==> config.mk <==
export PLATFORM = sky130hd
export DESIGN_NAME = seq_1100_pattern_gen_flat
export DESIGN_NICKNAME = d
export VERILOG_FILES = /design/src/rtl/seq_tx_pkg.sv /design/src/rtl/seq_1100_pattern_gen_if.sv /design/src/rtl/seq_tx_shreg.sv /design/src/rtl/seq_1100_pattern_gen.sv /design/src/flat_wrapper.sv
export SDC_FILE = /design/constraint.sdc
export NUM_CORES = 1
export LEC_CHECK = 0
export ABC_AREA = 1
export CAP_MARGIN = 20
export CORE_AREA = 5 5 75 56
export DETAILED_ROUTE_END_ITERATION = 10
export DIE_AREA = 0 0 80 61
export HOLD_SLACK_MARGIN = 0.05
export MAX_ROUTING_LAYER = met4
export PLACE_DENSITY = 0.77
export SLEW_MARGIN = 0
export SYNTH_ARGS = -nofsm -noshare
export SYNTH_HDL_FRONTEND = slang
export SYNTH_SLANG_ARGS = --single-unit
==> constraint.sdc <==
create_clock -name clk -period 3 [get_ports clk]
set_input_delay 0.3 -clock clk [delete_from_list [all_inputs] [get_ports clk]]
set_output_delay 0.3 -clock clk [all_outputs]
set_load 0.02 [all_outputs]
==> src/rtl/seq_tx_pkg.sv <==
// Shared types and constants for the serial pattern transmitter.
// The optional SEQ_TX_ABORT_EN feature is handled in the interface and top files.
package seq_tx_pkg;

   localparam int STATE_W = 2;

   // Pattern the downstream detector recognises.
   localparam logic [3:0] DEF_PAT = 4'b1100;

   typedef enum logic [STATE_W-1:0] {
      ST_IDLE  = 2'd0,
      ST_SHIFT = 2'd1,
      ST_GAP   = 2'd2,
      ST_DONE  = 2'd3
   } tx_state_t;

   // Width of a counter that must reach n-1; never narrower than one bit.
   function automatic int cnt_width(input int n);
      return (n <= 2) ? 1 : $clog2(n);
   endfunction

endpackage

==> src/rtl/seq_1100_pattern_gen_if.sv <==
// Request/stream bundle between a controller (master) and the transmitter (slave).
// With SEQ_TX_ABORT_EN defined, the bundle also carries an abort request.
interface seq_1100_pattern_gen_if #(
   parameter int PAT_W = 4,
   parameter int REP_W = 8,
   parameter int GAP_W = 4
);

   logic             start;
   logic [PAT_W-1:0] pattern;
   logic [REP_W-1:0] reps;
   logic [GAP_W-1:0] gap;
`ifdef SEQ_TX_ABORT_EN
   logic             abort;
`endif
   logic             ser_out;
   logic             ser_valid;
   logic             busy;
   logic             done;

   modport master (
`ifdef SEQ_TX_ABORT_EN
      output abort,
`endif
      output start, pattern, reps, gap,
      input  ser_out, ser_valid, busy, done
   );

   modport slave (
`ifdef SEQ_TX_ABORT_EN
      input  abort,
`endif
      input  start, pattern, reps, gap,
      output ser_out, ser_valid, busy, done
   );

endinterface

==> src/rtl/seq_tx_shreg.sv <==
// Parallel-load, MSB-first left-shift register; zeros shift in from the LSB,
// so the MSB reads 0 once a pattern has been fully shifted out.
module seq_tx_shreg #(
   parameter int PAT_W = 4
) (
   input  logic             clk,
   input  logic             rst,
   input  logic             i_clr,
   input  logic             i_load,
   input  logic             i_shift,
   input  logic [PAT_W-1:0] i_data,
   output logic             o_msb
);

   logic [PAT_W-1:0] r_sh;
   logic [PAT_W-1:0] w_shift_in;

   genvar gi;
   generate
      for (gi = 0; gi < PAT_W; gi++) begin : g_shift_in
         if (gi == 0) begin : g_lsb
            assign w_shift_in[gi] = 1'b0;
         end else begin : g_upper
            assign w_shift_in[gi] = r_sh[gi-1];
         end
      end
   endgenerate

   always_ff @(posedge clk) begin
      if (!rst || i_clr) begin
         r_sh <= '0;
      end else if (i_load) begin
         r_sh <= i_data;
      end else if (i_shift) begin
         r_sh <= w_shift_in;
      end
   end

   assign o_msb = r_sh[PAT_W-1];

endmodule

==> src/rtl/seq_1100_pattern_gen.sv <==
// Serial pattern transmitter: sends a captured pattern MSB-first, repeated with
// optional idle gaps. Define SEQ_TX_ABORT_EN to add the abort request.
module seq_1100_pattern_gen
   import seq_tx_pkg::*;
#(
   parameter int PAT_W = 4,
   parameter int REP_W = 8,
   parameter int GAP_W = 4
) (
   input  logic                   clk,
   input  logic                   rst,
   seq_1100_pattern_gen_if.slave  bus
);

   localparam int               CNT_W    = cnt_width(PAT_W);
   localparam logic [CNT_W-1:0] LAST_BIT = CNT_W'(PAT_W - 1);

   tx_state_t        r_state;
   logic [PAT_W-1:0] r_pat;
   logic [REP_W-1:0] r_reps_left;
   logic [GAP_W-1:0] r_gap;
   logic [GAP_W-1:0] r_gap_cnt;
   logic [CNT_W-1:0] r_bit_cnt;
   logic             r_valid;
   logic             r_busy;
   logic             r_done;

   logic             w_abort;
   logic             w_accept;
   logic             w_last_bit;
   logic             w_last_rep;
   logic             w_gap_end;
   logic             w_load;
   logic             w_shift;
   logic             w_ser;
   logic [PAT_W-1:0] w_load_data;

`ifdef SEQ_TX_ABORT_EN
   assign w_abort = bus.abort && (r_state == ST_SHIFT || r_state == ST_GAP);
`else
   assign w_abort = 1'b0;
`endif

   assign w_accept   = (r_state == ST_IDLE) && bus.start && (bus.reps != '0);
   assign w_last_bit = (r_state == ST_SHIFT) && (r_bit_cnt == LAST_BIT);
   assign w_last_rep = (r_reps_left == REP_W'(1));
   assign w_gap_end  = (r_state == ST_GAP) && (r_gap_cnt == GAP_W'(1));

   // Reload on a new frame, on a gapless repeat, or when a gap expires.
   assign w_load = !w_abort &&
                   (w_accept ||
                    (w_last_bit && !w_last_rep && (r_gap == '0)) ||
                    w_gap_end);
   assign w_shift     = (r_state == ST_SHIFT) && !w_load && !w_abort;
   assign w_load_data = (r_state == ST_IDLE) ? bus.pattern : r_pat;

   seq_tx_shreg #(
      .PAT_W (PAT_W)
   ) u_shreg (
      .clk     (clk),
      .rst     (rst),
      .i_clr   (w_abort),
      .i_load  (w_load),
      .i_shift (w_shift),
      .i_data  (w_load_data),
      .o_msb   (w_ser)
   );

   always_ff @(posedge clk) begin
      if (!rst) begin
         r_state     <= ST_IDLE;
         r_pat       <= '0;
         r_reps_left <= '0;
         r_gap       <= '0;
         r_gap_cnt   <= '0;
         r_bit_cnt   <= '0;
         r_valid     <= 1'b0;
         r_busy      <= 1'b0;
         r_done      <= 1'b0;
      end else begin
         r_done <= 1'b0;
         if (w_abort) begin
            r_valid   <= 1'b0;
            r_done    <= 1'b1;
            r_bit_cnt <= '0;
            r_state   <= ST_DONE;
         end else begin
            case (r_state)
               ST_IDLE: begin
                  if (bus.start) begin
                     r_pat       <= bus.pattern;
                     r_reps_left <= bus.reps;
                     r_gap       <= bus.gap;
                     r_bit_cnt   <= '0;
                     r_busy      <= 1'b1;
                     if (w_accept) begin
                        r_valid <= 1'b1;
                        r_state <= ST_SHIFT;
                     end else begin
                        // Zero repetitions: report completion without sending bits.
                        r_done  <= 1'b1;
                        r_state <= ST_DONE;
                     end
                  end
               end
               ST_SHIFT: begin
                  if (w_last_bit) begin
                     r_bit_cnt   <= '0;
                     r_reps_left <= r_reps_left - REP_W'(1);
                     if (w_last_rep) begin
                        r_valid <= 1'b0;
                        r_done  <= 1'b1;
                        r_state <= ST_DONE;
                     end else if (r_gap != '0) begin
                        r_valid   <= 1'b0;
                        r_gap_cnt <= r_gap;
                        r_state   <= ST_GAP;
                     end
                  end else begin
                     r_bit_cnt <= r_bit_cnt + CNT_W'(1);
                  end
               end
               ST_GAP: begin
                  if (w_gap_end) begin
                     r_valid <= 1'b1;
                     r_state <= ST_SHIFT;
                  end else begin
                     r_gap_cnt <= r_gap_cnt - GAP_W'(1);
                  end
               end
               ST_DONE: begin
                  r_busy  <= 1'b0;
                  r_state <= ST_IDLE;
               end
               default: begin
                  r_state <= ST_IDLE;
               end
            endcase
         end
      end
   end

   assign bus.ser_out   = w_ser;
   assign bus.ser_valid = r_valid;
   assign bus.busy      = r_busy;
   assign bus.done      = r_done;

endmodule

==> src/flat_wrapper.sv <==
// flat-port wrapper written by rule: the top's interface ports become plain ports
module seq_1100_pattern_gen_flat import seq_tx_pkg::*;
#(
   parameter int PAT_W = 4,
   parameter int REP_W = 8,
   parameter int GAP_W = 4
)
  (clk, rst, bus_start, bus_pattern, bus_reps, bus_gap, bus_ser_out, bus_ser_valid, bus_busy, bus_done);
  seq_1100_pattern_gen_if #(.PAT_W(PAT_W), .REP_W(REP_W), .GAP_W(GAP_W)) bus_i ();
  input  logic clk;
  input  logic rst;
  input wire logic [$bits(bus_i.start)-1:0] bus_start;
  input wire logic [$bits(bus_i.pattern)-1:0] bus_pattern;
  input wire logic [$bits(bus_i.reps)-1:0] bus_reps;
  input wire logic [$bits(bus_i.gap)-1:0] bus_gap;
  output wire logic [$bits(bus_i.ser_out)-1:0] bus_ser_out;
  output wire logic [$bits(bus_i.ser_valid)-1:0] bus_ser_valid;
  output wire logic [$bits(bus_i.busy)-1:0] bus_busy;
  output wire logic [$bits(bus_i.done)-1:0] bus_done;
  assign bus_i.start = bus_start;
  assign bus_i.pattern = bus_pattern;
  assign bus_i.reps = bus_reps;
  assign bus_i.gap = bus_gap;
  assign bus_ser_out = bus_i.ser_out;
  assign bus_ser_valid = bus_i.ser_valid;
  assign bus_busy = bus_i.busy;
  assign bus_done = bus_i.done;
  seq_1100_pattern_gen #(.PAT_W(PAT_W), .REP_W(REP_W), .GAP_W(GAP_W)) u_core (.clk(clk), .rst(rst), .bus(bus_i));
endmodule
## Word-level counts from Yosys, hierarchy flattened

Cells that the tools add are included.

| word-level totals | value |
|---|---|
| register bits after elaboration | 31 |
| latch bits | 0 |
| bits in writable memories | 0 |
| bits in read-only memories | 0 |
| logic and storage cells | 89 |
| memories kept | 0 |

| operators by class | value |
|---|---|
| add/subtract/negate cells | 3 |
| multipliers | 0 |
| divide/modulo/power cells | 0 |
| order comparisons | 0 |
| equality and inequality tests | 14 |
| shift-type cells | 0 |
| muxes and demuxes | 35 |
| bitwise logic cells | 0 |
| reduce and logical (&&, ||, !) cells | 27 |

Operators by type and width:

| kind | count |
|---|---|
| 4-bit two-way mux | 7 |
| 2-bit two-way mux | 8 |
| 8-bit two-way mux | 2 |
| 8-bit case mux with 2 select lines | 1 |
| 1-bit two-way mux | 11 |
| 8-bit by 1-bit == test with 1-bit output (second input constant) | 1 |
| 2-bit inequality test (second input constant) | 4 |
| 2-bit case mux with 4 select lines | 1 |
| 4-bit case mux with 2 select lines | 1 |
| 2-bit nonzero test | 4 |
| 8-bit nonzero test | 1 |
| 8-bit by 1-bit subtractor with 8-bit output (second input constant) | 1 |
| 1-bit logical AND | 7 |
| 2-bit == test (second input constant) | 3 |
| 2-bit by 1-bit inequality test with 1-bit output (second input constant) | 3 |
| 2-bit AND reduction | 3 |
| 6-bit AND reduction | 1 |
| 5-bit AND reduction | 1 |
| 4-bit by 1-bit == test with 1-bit output (second input constant) | 1 |
| 4-bit zero test | 1 |
| 1-bit case mux with 2 select lines | 2 |
| 2-bit case mux with 2 select lines | 1 |
| 4-bit AND reduction | 1 |
| 4-bit nonzero test | 1 |
| 10 further kinds | 12 |

## Depth between registers and ports, before layout

| logic depth | value |
|---|---|
| word-level depth | 10 |
| mapped depth | 11 |
| depth with buffers taken out | 11 |

## Cells and area by module

From an unflattened synthesis, not the netlist that was laid out.

| unflattened totals | value |
|---|---|
| cells, all modules | 269 |
| area total of the unflattened synthesis | 1776.7 µm² |

Modules (own cells, without submodules):

| module | instances | cells each | area each (µm²) | seq. area each (µm²) |
|---|---|---|---|---|
| seq_1100_pattern_gen | 1 | 238 | 1565.3 | 540.5 |
| seq_tx_shreg | 1 | 31 | 211.5 | 80.1 |

## Worst setup path before layout

OpenSTA, ideal clock, no wires.

| timing | value |
|---|---|
| path type | reg2reg |
| from | reg u_core.r_state[0] |
| to | reg u_core.r_reps_left[4] |
| library setup time | 132 ps |
| arrival | 1175 ps |
| data required time | 2868 ps |
| setup slack | 1693 ps |
| cell stages (with the launch flop) | 8 |
| path buffers | 1 |
| period minus slack after synthesis | 1307 ps |
| cells stage by stage | dfxtp_1 > nor2_4 > nand2_4 > buf_6 > nand2_8 > inv_1 > o21ai_0 > a21oi_1 |

| between the ends | value |
|---|---|
| longest elaborated chain between the ends | 4 |

RTL lines:

| element | line | source |
|---|---|---|
| start: declaration | seq_1100_pattern_gen.sv:18 | `tx_state_t r_state;` |
| start signal: assignment | seq_1100_pattern_gen.sv:71 | `r_state <= ST_IDLE;` |
| start signal: assignment | seq_1100_pattern_gen.sv:86 | `r_state <= ST_DONE;` |
| start signal: assignment | seq_1100_pattern_gen.sv:98 | `r_state <= ST_SHIFT;` |
| 2-bit by 1-bit == test with 1-bit output | seq_1100_pattern_gen.sv:45, seq_1100_pattern_gen.sv:88 |  |
| 1-bit logical AND | seq_1100_pattern_gen.sv:45 | `assign w_last_bit = (r_state == ST_SHIFT) && (r_bit_cnt == LAST_BIT);` |
| 2-bit by 1-bit inequality test with 1-bit output (no line) | -- |  |
| 3-bit AND reduction (no line) | -- |  |
| end signal: assignment | seq_1100_pattern_gen.sv:92 | `r_reps_left <= bus.reps;` |
| end signal: assignment | seq_1100_pattern_gen.sv:109 | `r_reps_left <= r_reps_left - REP_W'(1);` |
| end: declaration | seq_1100_pattern_gen.sv:20 | `logic [REP_W-1:0] r_reps_left;` |

Parallel ways exist; a longest one is shown, timed or not.
A chain may end at the register's enable or synchronous reset.

## Worst setup path in the final report

| timing | value |
|---|---|
| from | reg u_core.r_state[0] |
| to | reg u_core.r_reps_left[1] |

Same word-level chain as after synthesis.

==> reports/metrics.yaml <==
pwr:
  finalPower_mw: 1.95
  vdd.ir_drop.worst_mv: 0.473
  cellLeakagePower_nw: 0.908
  power_per_cell_area_nw_per_um2: 914
clock_network:
  post_cts_buffers: 0
  clock_tree.htree_level_count: 2
  clkTransAtPathRegs_ns: 0.06
  cts.sinks: 31
  cts_hold_repair.buffers: 0
  clock-root-buffer: "sky130_fd_sc_hd__clkbuf_8"
  tritoncts: "yes"
  clock_insertion_delay_worst_skew_ns: 0.29
  cts_made_buffers: 5
  cts_resized: 0
  clk_path_buf_depth: 2
layout:
  layout-drive-gt1-share: 0.117
  final_core_utilization: 0.624
  synthToLayoutAreaGrowth_pct: 19.0
  post_layout_instance_count_excluding_filler_cells: 323
  final_cell_area_um2: 2140
  diodes: 0
  final_net_count: 296
  most_frequent_cells_in_the_layout: "61 x sky130_fd_sc_hd__nand2_1, 31 x sky130_fd_sc_hd__dfxtp_1, 28 x sky130_fd_sc_hd__nor2_1"
  mostFrequentLayoutCell: "sky130_fd_sc_hd__nand2_1"
critical_path:
  cp_data_required_time_ns: 3.17
  timing.critical_path.from_type: "flip-flop"
  slowest_stage: "sky130_fd_sc_hd__dfxtp_1"
  setup.worst_path.end_class: "flip-flop"
  critical_path_class: "flip-flop to flip-flop"
  timing.critical_path.slowest_cell_delay_ns: 0.56
  crit_arrival_ns: 1.94
  cp_max_fo: 17
  cpMostUsedCell: "sky130_fd_sc_hd__nand2_4"
  critical_path.cell_chain: "nand2_4 -> clkinv_2 -> nand2_4 -> nand2_8 -> inv_1 -> a211oi_1 -> nor2_1"
placement:
  gp_routability_congestion: 0.841
  io_buffer_count: 22
  dp_hpwl_um: 2770
  post-place-cells: 315
  pre_cts_ws_ns: 1.21
  placed_area_um2: 2040
global_routing:
  maximum_number_of_pins_on_one_net_before_global_route_repair: 18
  antenna_found_initial: 0
  gr-total-overflow: 0
  global_route_wire_length_before_repair_um: 6580
  grtUsageTotal: 0.184
  number_of_global_route_vias_before_repair: 1390
logic_synthesis:
  netlist.top_cell.by_area: "sky130_fd_sc_hd__dfxtp_1"
  number_of_flops_mapped_to_enable_cells_by_yosys: 0
  ys_dominant_reg_cell: "sky130_fd_sc_hd__dfxtp_1"
  synth_fp_nets: 272
  synthesis.yosys.warnings: 0
  post_synth.cell_area_avg_um2: 7.24
  postSynth.asyncResetShare: 0
  synth.lib_cells_used.distinct: 37
  synthesis.instances: 248
  ys_seq_area_frac: 0.346
  syn-cell-area_um2: 1800
  netlist_top_cells_area: "sky130_fd_sc_hd__dfxtp_1 35%, sky130_fd_sc_hd__nand2_1 13%, sky130_fd_sc_hd__nor2_1 5.9%"
  synth_top_cell_area_share: 0.346
  synth.ff_latch_count: 31
die:
  ios: 23
  horiz_die_dim_um: 80
  design.core.area_um2: 3420
  starting_density_of_the_core: 0.524
  design.die.area_um2: 4880
  die_height_um: 61
  row_count: 18
min_path:
  min-delay-path-class: "flip-flop to flip-flop"
run_status:
  run_status: "finished, final reports clean"
run:
  cap_violations: 0
timing:
  finalCriticalPeriod_ns: 1.77
  final_critical_path_setup_slack_ns: 1.23
  rsz0062_at_grt: "false"
  finalCritPeriodShare: 0.591
  timing.fmax_mhz: 564
  finalHoldViolCount: 0
  relSlewSlack: 0.650
  setup_violators_final: 0
  setup-tns-final_ns: 0
  tightest_slew_ns: 0.524
  fin_skew_ns: 0.00554
  final_layout_worst_hold_slack_ns: 0.442
  slew_viol_final: 0
drt:
  route.final.wire_length_um: 3950
  dr.pass1.iters: 5
  dr.first_iter.drc_count: 106
  routed_via_density: 4.97
  final_antenna_net_count: 0
  avgRoutedWirePerCell_um: 12.2
  drc_errors: 0
  route.vias.total: 1605
[critical path, delay by kind of cell, from the launching register on]
| family | cells | cell delay, ns |
|---|---|---|
| flip-flops | 1 | 0.56 |
| AND/OR/NAND/NOR | 4 | 0.53 |
| buffers and inverters | 2 | 0.36 |
| AO/OA/AOI/OAI | 1 | 0.21 |
[final cells by class]
class / count / area [µm²]
fillers: 319 / 1290
multi-input cells: 185 / 1020
flip-flops and latches: 31 / 621
repair buffers: 23 / 228
inverters: 26 / 101
clock buffers: 8 / 100
well taps: 50 / 62.6
[final timing paths]
check / slack (ns) / depth (start not counted) / startpoint / to
max reg2reg: 1.23 / 7 / u_core.r_state[0] / u_core.r_reps_left[1]
min: 0.44 / 2 / u_core.bus.ser_valid / u_core.bus.ser_valid
max: 1.23 / 7 / u_core.r_state[0] / u_core.r_reps_left[1]
min reg2reg: 0.44 / 2 / u_core.bus.ser_valid / u_core.bus.ser_valid
[metal layers]
metal	routed length [µm]	global-route usage
met1	2110	0.265
met2	1600	0.243
met3	198	0.0490
met4	34	0.0651
met5	0	-
[cells in the mapped netlist, types with 3 or more instances]
cell type and number:
sky130_fd_sc_hd__xor2_1 4, sky130_fd_sc_hd__inv_1 22, sky130_fd_sc_hd__a31oi_1 3, sky130_fd_sc_hd__nand3_1 12
sky130_fd_sc_hd__o21ai_1 6, sky130_fd_sc_hd__mux2i_1 3, sky130_fd_sc_hd__dfxtp_1 31, sky130_fd_sc_hd__nand2_4 3
sky130_fd_sc_hd__nor2_1 28, sky130_fd_sc_hd__a21oi_1 20, sky130_fd_sc_hd__nand4_1 4, sky130_fd_sc_hd__nand2_1 61
sky130_fd_sc_hd__ha_1 5, sky130_fd_sc_hd__nor2_4 3, sky130_fd_sc_hd__o21ai_0 13
[cell families (layout without fill, tap and decap cells)]
| kind of cell | Yosys count | count (layout) | synth area share |
|---|---|---|---|
| AND/OR/NAND/NOR | 121 | 121 | 0.328 |
| AO/OA/AOI/OAI | 50 | 50 | 0.161 |
| buffers and inverters | 32 | 57 | 0.0836 |
| flip-flops | 31 | 31 | 0.346 |
| adder cells (fa/ha/maj) | 5 | 5 | 0.0348 |
| XOR/XNOR | 5 | 5 | 0.0244 |
| multiplexers | 4 | 4 | 0.0230 |
[state kept, by name, indices dropped and copies added (netlist names)]
| register | cells |
|---|---|
| u_core.r_state | 2 |
| u_core.r_reps_left | 8 |
| u_core.r_bit_cnt | 2 |
| u_core.bus.busy | 1 |
| u_core.bus.done | 1 |
| u_core.r_gap | 4 |
| u_core.bus.ser_valid | 1 |
| u_core.r_gap_cnt | 4 |
| u_core.r_pat | 4 |
| u_core.u_shreg.r_sh | 4 |
[power by group]
group	total [mW]	switching, mW	leakage [nW]	internal [mW]
Combinational	0.971	0.609	0.601	0.362
Clock	0.363	0.153	0.0515	0.209
Sequential	0.620	0.0894	0.255	0.530
(Power assumes the default switching activity.)
